File: config.mk
export PLATFORM = sky130hd
export DESIGN_NAME = adc_spi_slave_flat
export DESIGN_NICKNAME = d
export VERILOG_FILES = /design/src/rtl/adc_spi_slave_if.sv /design/src/rtl/adc_spi_slave.sv /design/src/flat_wrapper.sv
export SDC_FILE = /design/constraint.sdc
export NUM_CORES = 1
export LEC_CHECK = 0
export ABC_AREA = 1
export CORE_MARGIN = 4
export CORE_UTILIZATION = 56
export CTS_CLUSTER_DIAMETER = 30
export DETAILED_ROUTE_END_ITERATION = 7
export PLACE_DENSITY = 0.84
export SETUP_SLACK_MARGIN = 0.3
export SLEW_MARGIN = 30
export SYNTH_ARGS = -nofsm -noshare
export SYNTH_HDL_FRONTEND = slang
export SYNTH_SLANG_ARGS = --single-unit
File: constraint.sdc
create_clock -name clk -period 2.2 [get_ports clk]
set_input_delay 0.44 -clock clk [delete_from_list [all_inputs] [get_ports clk]]
set_output_delay 0.44 -clock clk [all_outputs]
set_load 0.005 [all_outputs]
File: src/rtl/adc_spi_slave_if.sv
// adc_spi_slave_if
// SPI pin bundle between an SPI master and the ADC SPI slave.
//   cs      : chip select, active-low, driven by the master
//   sclk    : serial clock, idle low, driven by the master
//   mosi    : command data from the master
//   miso    : sample data to the master, MSB first
//   miso_oe : miso drive enable from the slave (pad is high-Z when 0)
interface adc_spi_slave_if;
    logic cs;
    logic sclk;
    logic mosi;
    logic miso;
    logic miso_oe;

    modport master (output cs, sclk, mosi, input miso, miso_oe);
    modport slave  (input cs, sclk, mosi, output miso, miso_oe);
endinterface

File: src/rtl/adc_spi_slave.sv
// adc_spi_slave
// SPI mode-0 slave that streams parallel ADC sample words out on miso and,
// optionally, captures a command word from mosi. The SPI pins are sampled
// into the clk domain through 2-flop synchronisers, so each sclk phase must
// last at least 4 clk periods.
//
// Ports:
//   clk, rst_n  : system clock, asynchronous active-low reset
//   spi         : SPI pins (adc_spi_slave_if.slave)
//   din/din_vld : sample word handshake into the holding register
//   din_rdy     : holding register is empty
//   cmd/cmd_vld : last complete command word and its one-cycle update pulse
//   busy        : a frame is in progress
//   underrun    : pulse when a frame starts with nothing loaded
//   abort       : pulse when cs rises before DW sclk rising edges
//
// Build option: define ADC_SLV_CMD_EN to include mosi capture, cmd and
// cmd_vld. Without it cmd and cmd_vld are tied to 0 and mosi is ignored.
module adc_spi_slave #(
    parameter int DW = 16
) (
    input  logic           clk,
    input  logic           rst_n,
    adc_spi_slave_if.slave spi,
    input  logic [DW-1:0]  din,
    input  logic           din_vld,
    output logic           din_rdy,
    output logic [DW-1:0]  cmd,
    output logic           cmd_vld,
    output logic           busy,
    output logic           underrun,
    output logic           abort
);
    localparam int CW = $clog2(DW) + 1;
    localparam logic [CW-1:0] LAST_BIT = CW'(DW - 1);
    localparam logic [CW-1:0] FULL_CNT = CW'(DW);

    typedef enum logic [1:0] {WAIT_HI, IDLE, SHIFT, TAIL} state_t;

    state_t        state, state_nxt;
    logic [2:0]    cs_sr, sclk_sr;
    logic          cs_s, cs_fall, cs_rise, sclk_rise, sclk_fall;
    logic [1:0]    warm;
    logic [DW-1:0] hold_data, shift_q;
    logic          hold_full, accept;
    logic [CW-1:0] bit_cnt;
    logic          at_last, shift_act, rise_act;
    logic          frame_start, miso_c, oe_c, busy_c;

    // Bits [1:0] are the synchroniser; bit 2 is the previous synchronised
    // value used for edge detection.
    always_ff @(posedge clk or negedge rst_n) begin
        if (!rst_n) begin
            cs_sr   <= 3'b111;
            sclk_sr <= 3'b000;
        end else begin
            cs_sr   <= {cs_sr[1:0], spi.cs};
            sclk_sr <= {sclk_sr[1:0], spi.sclk};
        end
    end

    assign cs_s      = cs_sr[1];
    assign cs_fall   =  cs_sr[2]   & ~cs_sr[1];
    assign cs_rise   = ~cs_sr[2]   &  cs_sr[1];
    assign sclk_rise = ~sclk_sr[2] &  sclk_sr[1];
    assign sclk_fall =  sclk_sr[2] & ~sclk_sr[1];

    // The cs synchroniser resets to "high", so for the first few cycles after
    // reset it does not reflect the real pin. WAIT_HI only trusts cs_s once
    // the real pin level has had time to reach it.
    always_ff @(posedge clk or negedge rst_n) begin
        if (!rst_n)
            warm <= 2'd0;
        else if (warm != 2'd3)
            warm <= warm + 2'd1;
    end

    always_ff @(posedge clk or negedge rst_n) begin
        if (!rst_n)
            state <= WAIT_HI;
        else
            state <= state_nxt;
    end

    assign at_last   = (bit_cnt == LAST_BIT);
    assign shift_act = (state == SHIFT) && !cs_rise;
    assign rise_act  = shift_act && sclk_rise;

    always_comb begin
        state_nxt   = state;
        frame_start = 1'b0;
        miso_c      = 1'b0;
        oe_c        = 1'b0;
        busy_c      = 1'b0;
        case (state)
            WAIT_HI: begin
                if (warm == 2'd3 && cs_s)
                    state_nxt = IDLE;
            end
            IDLE: begin
                if (cs_fall) begin
                    state_nxt   = SHIFT;
                    frame_start = 1'b1;
                end
            end
            SHIFT: begin
                busy_c = 1'b1;
                oe_c   = 1'b1;
                miso_c = shift_q[DW-1];
                if (cs_rise)
                    state_nxt = IDLE;
                else if (sclk_rise && at_last)
                    state_nxt = TAIL;
            end
            TAIL: begin
                busy_c = 1'b1;
                oe_c   = 1'b1;
                if (cs_rise)
                    state_nxt = IDLE;
            end
            default: state_nxt = WAIT_HI;
        endcase
    end

    assign accept = din_vld && !hold_full;

    // A word accepted in the frame-start cycle is for the next frame: the
    // current frame copies the old content, which was empty (zeros).
    always_ff @(posedge clk or negedge rst_n) begin
        if (!rst_n) begin
            hold_data <= '0;
            hold_full <= 1'b0;
            shift_q   <= '0;
            bit_cnt   <= '0;
            underrun  <= 1'b0;
            abort     <= 1'b0;
        end else begin
            if (accept) begin
                hold_data <= din;
                hold_full <= 1'b1;
            end else if (frame_start) begin
                hold_full <= 1'b0;
            end

            if (frame_start)
                shift_q <= hold_full ? hold_data : '0;
            else if (shift_act && sclk_fall)
                shift_q <= {shift_q[DW-2:0], 1'b0};

            if (frame_start)
                bit_cnt <= '0;
            else if (rise_act && bit_cnt != FULL_CNT)
                bit_cnt <= bit_cnt + CW'(1);

            underrun <= frame_start && !hold_full;
            abort    <= (state == SHIFT) && cs_rise;
        end
    end

`ifdef ADC_SLV_CMD_EN
    logic [1:0]    mosi_sr;
    logic [DW-1:0] cmd_sr;
    logic          cmd_load;

    // mosi shares the sclk synchroniser depth, so it is sampled in step with
    // the detected rising edge. cmd is published one cycle after the last bit.
    always_ff @(posedge clk or negedge rst_n) begin
        if (!rst_n) begin
            mosi_sr  <= 2'b00;
            cmd_sr   <= '0;
            cmd_load <= 1'b0;
            cmd      <= '0;
            cmd_vld  <= 1'b0;
        end else begin
            mosi_sr <= {mosi_sr[0], spi.mosi};
            if (frame_start)
                cmd_sr <= '0;
            else if (rise_act)
                cmd_sr <= {cmd_sr[DW-2:0], mosi_sr[1]};
            cmd_load <= rise_act && at_last;
            cmd_vld  <= cmd_load;
            if (cmd_load)
                cmd <= cmd_sr;
        end
    end
`else
    assign cmd     = '0;
    assign cmd_vld = 1'b0;
`endif

    assign din_rdy     = !hold_full;
    assign busy        = busy_c;
    assign spi.miso    = miso_c;
    assign spi.miso_oe = oe_c;
endmodule

File: src/flat_wrapper.sv
// flat-port wrapper written by rule: the top's interface ports become plain ports
module adc_spi_slave_flat 
#(
    parameter int DW = 16
)
  (clk, rst_n, din, din_vld, din_rdy, cmd, cmd_vld, busy, underrun, abort, spi_cs, spi_sclk, spi_mosi, spi_miso, spi_miso_oe);
  adc_spi_slave_if spi_i ();
  input  logic clk;
  input  logic rst_n;
  input  logic [DW-1:0] din;
  input  logic din_vld;
  output logic din_rdy;
  output logic [DW-1:0] cmd;
  output logic cmd_vld;
  output logic busy;
  output logic underrun;
  output logic abort;
  input wire logic [$bits(spi_i.cs)-1:0] spi_cs;
  input wire logic [$bits(spi_i.sclk)-1:0] spi_sclk;
  input wire logic [$bits(spi_i.mosi)-1:0] spi_mosi;
  output wire logic [$bits(spi_i.miso)-1:0] spi_miso;
  output wire logic [$bits(spi_i.miso_oe)-1:0] spi_miso_oe;
  assign spi_i.cs = spi_cs;
  assign spi_i.sclk = spi_sclk;
  assign spi_i.mosi = spi_mosi;
  assign spi_miso = spi_i.miso;
  assign spi_miso_oe = spi_i.miso_oe;
  adc_spi_slave #(.DW(DW)) u_core (.clk(clk), .rst_n(rst_n), .spi(spi_i), .din(din), .din_vld(din_vld), .din_rdy(din_rdy), .cmd(cmd), .cmd_vld(cmd_vld), .busy(busy), .underrun(underrun), .abort(abort));
endmodule
==> impl_metrics.toml, run 1 <==
[clock_network]
clkTransAtPathRegs_ns = 0.09
ctsRootBufferMaster = "clkbuf_8"
cts_hold_buffers = 0
clock-sinks = 50
clockBufferDepth = 2
tritoncts = "done"
h-tree-depth = 2
cts_buffers = 5
clk_latency_ns = 0.30

[place]
dpl.hpwl_mm = 2.88
preCtsSetupSlack_ns = 0.331
gp_congestion = 0.784
port_buffers = 26

[sta]
finalHoldViolations = 0
slew_violations = 0
fin_setup_tns_ns = 0
maxSlewHeadroom = 0.602
clock.fmax_ghz = 0.551
fin_worst_skew_ns = 0.00605
post-route-min-period_ns = 1.81
setup_ws_ns = 0.387
tightest_slew_ns = 0.597
setup_viol = 0
rsz0062_at_grt = "true"
finalCritPeriodShare = 0.824

[setup_path]
crit_path_max_fanout = 3
startpoint_type = "register"
slowest_delay_ns = 0.39
reg2reg_to = "u_core.shift_q[4]"
critPathKind = "register to primary output"
cp_slowest_cell = "dfrtp_1"
critPathArrivalTime_ns = 1.37
r2r_slack_ns = 0.50
path_cells = "buf_4 > inv_2 > ha_4 > inv_2 > nand2_1 > dlygate4sd2_1"
cp_common_cell = "inv_2"
endpoint_kind = "primary output"
cp_data_required_time_ns = 1.76
ff2ff_path_depth = 9
r2r-start = "u_core.state[0]"

[global_routing]
antenna_found_initial = 0
first_global_vias = 1639
grt_util_met2 = 0.271
grt_usage = 0.160
grt_start_max_net_pins = 51
busiest_layer = "met2"
grt_first_pass_wirelength_mm = 7.04
grt_use_met1 = 0.200
grt_use_met3 = 0.0409
grt_overflow = 0

[die]
coreArea_sq_mm = 0.00438
std_cell_rows = 24
initial_core_util = 0.583
die_x_um = 75.5
die_area_sq_mm = 0.00571
die_y_um = 75.5
design.portCount = 45

[status]
outcome = "finished clean"

[final_layout]
num_antenna_cells = 0
syn_to_final_growth_pct = 13.9
final_net_count = 343
drive_gt1_frac = 0.147

[routing]
routed_wl_mm = 4.15
drt-pass1-iter-count = 4
drc = 0
avgRoutedWirePerCell_um = 11.4
drt_iter0_drc = 64
avgViaCountPerCell = 4.94
via_count = 1803
ant_nets = 0

[synth]
netlist_top_cells_count = "nand2_1 (86), dfrtp_1 (47), nand3_1 (32), buf_4 (21), inv_1 (19)"
synth_cells = 282
yosysWarnings = 0
async_flop_share = 1.00
ys_dominant_reg_cell = "dfrtp_1"
seq_area_frac_synth = 0.491
yosysUniqueCellTypes = 25
synth_top_area_cell = "dfrtp_1"
synth.avg_cell_area_sq_um = 9.06
netlist_area_sq_mm = 0.00255
ys_ff_latch = 50
yosysTopAreaCellShare = 0.460
yosysMostFrequentCell = "nand2_1"
synthTopCellsByArea = "dfrtp_1 (46%), nand2_1 (13%), nand3_1 (6.3%), buf_4 (6.2%), mux2_2 (6.2%)"
synth-edff-count = 0

[min_path]
hold_path.class = "primary input to async pin"

[power]
p_leak_nw = 1.49
ir_drop_mv = 0.642
power.density_mw_per_mm2 = 1010

[run]
cap_viol_max_count = 0
## final cells by class
type	count	area, sq um
clock buffers	7	86.3
clock inverters	1	5.00
fillers	338	1480
inverters	22	82.6
multi-input cells	198	1100
flip-flops and latches	50	1250
well taps	52	65.1
repair buffers	35	319
## critical path: cells and delay by family, from the launching register on
family / cells / cell delay [ns]
buffers and inverters: 4 / 0.49
flip-flops: 1 / 0.39
adder cells (fa/ha/maj): 1 / 0.14
AND/OR/NAND/NOR: 1 / 0.06
## worst max path at each step
stage,start,end,slack [ns],depth (start not counted)
6_report,u_core.state[0],spi_miso_oe,0.39,6
5_1_grt,u_core.state[1],u_core.shift_q[2],0.29,7
4_1_cts,u_core.state[1],u_core.shift_q[4],0.28,7
3_5_place_dp,u_core.state[1],u_core.shift_q[14],0.33,8
3_3_place_gp,u_core.state[1],u_core.shift_q[7],0.37,8
2_1_floorplan,u_core.state[0],spi_miso_oe,0.77,5
## report_power, final
| group | leakage [nW] | internal [W] | switching, W |
|---|---|---|---|
| Combinational | 0.819 | 0.000489 | 0.000535 |
| Clock | 0.0482 | 0.000254 | 0.000283 |
| Sequential | 0.622 | 0.00122 | 0.000173 |
## cell usage in the layout (no fill, tap or decap), types with 4 or more instances in the layout
cell type and count:
nand2_1 86, dfrtp_1 47, nand3_1 32, clkdlybuf4s50_1 22, inv_1 18, conb_1 17, o21ai_0 16, mux2_2 14
nor2_1 11, buf_4 9, ha_1 7, clkbuf_8 6, inv_2 4
## stage by stage
step / total power (W) / hold WS [ns] / area, sq um / cells / util
3_3_place_gp: 0.00231 / 0.337 / 2760 / 352 / 0.629
6_report: 0.00295 / 0.238 / 2910 / 365 / 0.664
3_5_place_dp: 0.00236 / 0.347 / 2760 / 352 / 0.629
2_1_floorplan: 0.00214 / 0.144 / 2620 / 298 / -
5_1_grt: 0.00321 / 0.282 / 2910 / 365 / 0.664
4_1_cts: 0.00295 / 0.259 / 2880 / 363 / 0.657
## per-layer routing
layer | share of wire | vias up
met4 | 0.014 | 0
met3 | 0.056 | 6
met2 | 0.47 | 44
li1 | - | 920
met5 | 0 | -
met1 | 0.46 | 833
## sequential cells by signal, indices dropped and copies added (netlist names)
signal            flops
u_core.sclk_sr        3
u_core.bit_cnt        5
u_core.warm           2
u_core.cs_sr          3
u_core.state          2
u_core.underrun       1
u_core.hold_data     16
u_core.shift_q       16
u_core.hold_full      1
u_core.abort          1
## what timing repair did
item | in CTS | in global routing
setup endpoints to repair | 3 | 22
gates resized for setup | 6 | 2
pin swaps | 0 | 1
setup buffers | 3 | 1
cloned | 0 | 1
## kinds of logic after synthesis
family,synth area share
muxes,0.0749
and+or+nand+nor,0.228
other,0.00147
DFF,0.491
adders and majority gates,0.0441
AOI/OAI and AO/OA,0.0377
xor gates and xnor gates,0.00686
buffers and inverters,0.116
No activity file was read; power rests on OpenSTA's default activity.
==> run 2, diff against run 1 <==
CORE_UTILIZATION = 47   (was 56)
PLACE_DENSITY = 0.75   (was 0.84)
clock period = 1.57 ns   (was 2.2 ns; I/O delays follow)
==> run 2 against run 1 <==
Total power up 71%; combinational power up 110%; clock skew grew 0.0036 ns; worst hold slack gained 0.12 ns; sequential power rose by 42%; die area grew 17%; clock power is 72% higher; final cell count up 14%; clock-buffer cell count is the same; via count grew 14%.
==> impl_metrics.toml, run 2 (synthesis results as in run 1) <==
[status]
outcome = "finished clean"

[setup_path]
slowest_delay_ns = 0.42
cp_data_required_time_ns = 1.26
critPathArrivalTime_ns = 1.21
crit_path_max_fanout = 3
critPathKind = "register to primary output"
cp_slowest_cell = "dfrtp_1"
endpoint_kind = "primary output"
startpoint_type = "register"
cp_top_family = "flip-flops"
path_cells = "buf_6 > ha_4 > inv_2 > nand2_2 > buf_2"
crit_buf_inv = 3

[global_routing]
antenna_found_initial = 0
grt_overflow = 0
grt_first_pass_wirelength_mm = 8.00
first_global_vias = 1825
grt_usage = 0.152
grt_start_max_net_pins = 39

[routing]
routed_wl_mm = 5.53
avgViaCountPerCell = 4.95
drt_iter0_drc = 53
drt-pass1-iter-count = 4
drc = 0
via_count = 2055
avgRoutedWirePerCell_um = 13.3
ant_nets = 0

[sta]
post-route-min-period_ns = 1.52
finalHoldViolations = 0
clock.fmax_ghz = 0.657
slew_violations = 0
setup_viol = 0
fin_worst_skew_ns = 0.00965
fin_setup_tns_ns = 0
rsz0062_at_grt = "true"
finalCritPeriodShare = 0.969
setup_ws_ns = 0.0481

[power]
ir_drop_mv = 1.12
power.density_mw_per_mm2 = 1400
p_leak_nw = 1.77
power_w = 0.00506

[final_layout]
reg.largest.list = "u_core.hold_data (16), u_core.shift_q (16), u_core.bit_cnt (5)"
syn_to_final_growth_pct = 41.2
final_net_count = 375
final_common_cell = "nand2_1"
fin_util = 0.697
fillers = 383
drive_gt1_frac = 0.362
num_antenna_cells = 0
final_cell_mix = "nand2_1 (73), dfrtp_1 (46), buf_4 (22)"

[clock_network]
tritoncts = "done"
h-tree-depth = 2
clkTransAtPathRegs_ns = 0.09
cts_buffers = 5
clk_latency_ns = 0.30
clockBufferDepth = 2
clock-sinks = 50
ctsRootBufferMaster = "clkbuf_8"

[place]
gp_congestion = 0.817
port_buffers = 26
preCtsSetupSlack_ns = -0.0503
dpl.hpwl_mm = 3.06

[run]
cap_viol_max_count = 0

[die]
die_area_sq_mm = 0.00668
std_cell_rows = 26
coreArea_sq_mm = 0.00517
design.portCount = 45
die_x_um = 81.7
die_y_um = 81.7
initial_core_util = 0.494

[min_path]
hold_path.class = "register to register"
run 2: cell count changes in the layout (fill, tap and decap cells not counted), sizes merged:
| cell | change |
|---|---|
| bufinv | +1 |
| clkinv | -1 |
| nand3 | -1 |
| clkdlybuf4s15 | +1 |
| dlygate4sd2 | -2 |
| clkdlybuf4s50 | -3 |
| nand2 | +1 |
| buf | +30 |
| clkbuf | +5 |
| dlygate4sd3 | +1 |
run 2: area by class of cell:
type	count	area, sq um	area share
sequential	50	1260	0.348
clock inverter	1	30.0	0.00832
tap	70	87.6	0.0243
timing repair buffer	67	733	0.203
clock buffer	7	86.3	0.0239
multi-input combinational	198	1320	0.367
inverter	22	90.1	0.0250
run 2: through the flow:
step | instances | hold WS [ns] | cell area, sq um
final | 415 | 0.354 | 3610
after global routing | 415 | 0.366 | 3610
after CTS | 398 | 0.356 | 3210
after detailed placement | 380 | 0.219 | 2910
after global placement | 380 | 0.219 | 2910
after floorplan | 298 | 0.0184 | 2650
run 2: worst paths after layout:
kind                                            end  slack, ns         startpoint  depth (start not counted)
worst max-delay path                    spi_miso_oe       0.05    u_core.state[0]                          5
worst min register to register    u_core.sclk_sr[1]       0.35  u_core.sclk_sr[0]                          0
min in group asynchronous       u_core.hold_data[1]       0.43              rst_n                          2
worst min-delay path              u_core.sclk_sr[1]       0.35  u_core.sclk_sr[0]                          0
worst max register to register   u_core.shift_q[10]       0.05    u_core.state[0]                          9
max in group asynchronous           u_core.cs_sr[2]       0.58              rst_n                          3
run 2: repair_timing:
action                                  4_1_cts  5_1_grt
pin swaps                                    12       18
hold buffers                                  1        0
endpoints found under the setup margin       31       38
hold endpoints to repair                     12        0
gates cloned                                  0        8
resized for setup                            47       54
buffers inserted                              9        9
run 2: report_power, final:
| part | switching (W) | internal [W] | total (W) |
|---|---|---|---|
| logic | 0.00103 | 0.00113 | 0.00216 |
| registers | 0.000268 | 0.00171 | 0.00198 |
| clock network | 0.000404 | 0.000520 | 0.000923 |
run 2: worst reg2reg max path, cell delays in order (launching register included):
cell and delay [ns]:
dfrtp_1 0.41, buf_6 0.13, buf_6 0.09, ha_4 0.14, nand3_4 0.09, buf_6 0.16, clkbuf_16 0.15, o21ai_0 0.16
nand2_1 0.07, nand2_1 0.06
run 2: per-layer routing:
| metal | track usage | wire length, um | vias to the layer above |
|---|---|---|---|
| met5 | 0 | 0 | - |
| li1 | - | - | 989 |
| met2 | 0.262 | 2850 | 79 |
| met4 | 0.0415 | 111 | 0 |
| met1 | 0.194 | 2250 | 975 |
| met3 | 0.0329 | 320 | 12 |
==> run 3, diff against run 2 <==
CORE_UTILIZATION = 29   (was 47)
GPL_TIMING_DRIVEN = 0   (was not set)
PLACE_DENSITY = not set   (was 0.75)
==> run 3 against run 2 <==
The run now ends with setup timing left; clock-buffer cell count unchanged; final area is 9.0% higher; clock power is 2% higher; global-route usage is 3.9 points lower.
==> impl_metrics.toml, run 3 (synthesis results as in run 1) <==
[clock_network]
clkTransAtPathRegs_ns = 0.09
clk_latency_ns = 0.30
clockBufferDepth = 2
ctsRootBufferMaster = "clkbuf_8"
h-tree-depth = 2
clock-sinks = 50
tritoncts = "done"
cts_buffers = 5

[sta]
post-route-min-period_ns = 1.64
rsz0062_at_grt = "true"
finalCritPeriodShare = 1.04
fin_setup_tns_ns = -0.704
fin_worst_skew_ns = 0.00391
slew_violations = 0
setup_ws_ns = -0.0691
finalHoldViolations = 0
clock.fmax_ghz = 0.610
setup_viol = 23

[global_routing]
grt_start_max_net_pins = 45
first_global_vias = 2018
grt_overflow = 0
grt_first_pass_wirelength_mm = 9.49
antenna_found_initial = 0
grt_usage = 0.113

[final_layout]
fillers = 775
syn_to_final_growth_pct = 53.9
final_net_count = 394
drive_gt1_frac = 0.448
seq_area_sq_mm = 0.00126
multi_input_area_sq_mm = 0.00137
final_cell_mix = "nand2_1 (62), dfrtp_1 (45), buf_4 (25)"
final_common_cell = "nand2_1"
reg.largest.list = "u_core.hold_data (16), u_core.shift_q (16), u_core.bit_cnt (5)"
num_antenna_cells = 0

[place]
port_buffers = 26
dpl.hpwl_mm = 3.38
gp_congestion = 0.769

[setup_path]
critPathKind = "register to primary output"
endpoint_kind = "primary output"
critPathArrivalTime_ns = 1.33
r2r_slack_ns = -0.05
cp_data_required_time_ns = 1.26
startpoint = "u_core.state[0]"
startpoint_type = "register"
crit_path_max_fanout = 3
r2r-start = "u_core.state[0]"

[power]
p_leak_nw = 1.90
power_w = 0.00547
ir_drop_mv = 0.701
power.density_mw_per_mm2 = 1390

[die]
die_area_sq_mm = 0.0104
die_x_um = 102
initial_core_util = 0.305
coreArea_sq_mm = 0.00838
std_cell_rows = 33
design.portCount = 45
die_y_um = 102

[min_path]
hold_start = "u_core.cs_sr[0]"
hold_path.class = "register to register"

[status]
violations = "setup timing"
outcome = "finished, violations left"

[routing]
routed_wl_mm = 5.75
drc = 0
via_count = 2060
avgRoutedWirePerCell_um = 12.3
avgViaCountPerCell = 4.39
ant_nets = 0
drt-pass1-iter-count = 4
drt_iter0_drc = 62

[run]
cap_viol_max_count = 0
-- run 3: cell count changes in the layout (fill, tap and decap cells not counted), moves of 4 or more --
cell,change
clkbuf_16,-4
nand2_2,+7
o21ai_2,+8
o21ai_1,-5
buf_8,+5
nand2_1,-11
buf_6,+16
-- run 3: worst paths after layout --
kind	endpoint	cells past startpoint
setup / recovery	spi_miso_oe	7
hold / removal	u_core.cs_sr[1]	0
setup reg to reg	u_core.shift_q[5]	10
hold reg to reg	u_core.cs_sr[1]	0
max in group asynchronous	u_core.cs_sr[1]	3
min in group asynchronous	u_core.hold_data[10]	2
-- run 3: cell type report --
type	count	share of cell area
multi-input cells	197	0.348
flip-flops and latches	50	0.320
repair buffers	58	0.173
plain buffers	29	0.0703
well taps	105	0.0334
inverters	22	0.0261
clock buffers	7	0.0220
clock inverters	1	0.00764
-- run 3: worst max-delay path, stage by stage (launching register included) --
cell     delay, ns
dfrtp_1       0.39
buf_6         0.12
inv_4         0.03
ha_4          0.17
inv_6         0.07
nand2_4       0.05
buf_6         0.10
buf_6         0.10
-- run 3: routing by layer --
layer	global-route usage	share of wire	wire length [um]
met1	0.146	0.42	2420
met3	0.0232	0.053	307
met2	0.198	0.52	2970
met5	0	0	0
met4	0.0242	0.0096	55
-- run 3: stage by stage --
stage / hold WS, ns / worst slack [ns] / std cells / utilization / cell area [sq um]
finish: 0.360 / -0.0691 / 469 / 0.469 / 3930
global route: 0.368 / -0.136 / 469 / 0.469 / 3930
CTS: 0.361 / -0.0861 / 466 / 0.445 / 3730
detailed placement: 0.142 / -0.234 / 430 / 0.366 / 3070
global placement: 0.340 / -1.34 / 429 / 0.363 / 3050
floorplan: 0.0184 / 0.175 / 298 / - / 2650
-- run 3: repair_timing --
item	4_1_cts	5_1_grt
gates cloned	6	1
resized for setup	108	49
setup buffers	21	2
pin swaps	38	32
hold buffers	1	0
setup endpoints to repair	40	40
hold endpoints to repair	6	0
-- run 3: where the power goes --
part,internal (W),switching [W]
registers,0.00171,0.000296
clock network,0.000520,0.000421
logic,0.00137,0.00115
total,0.00360,0.00187
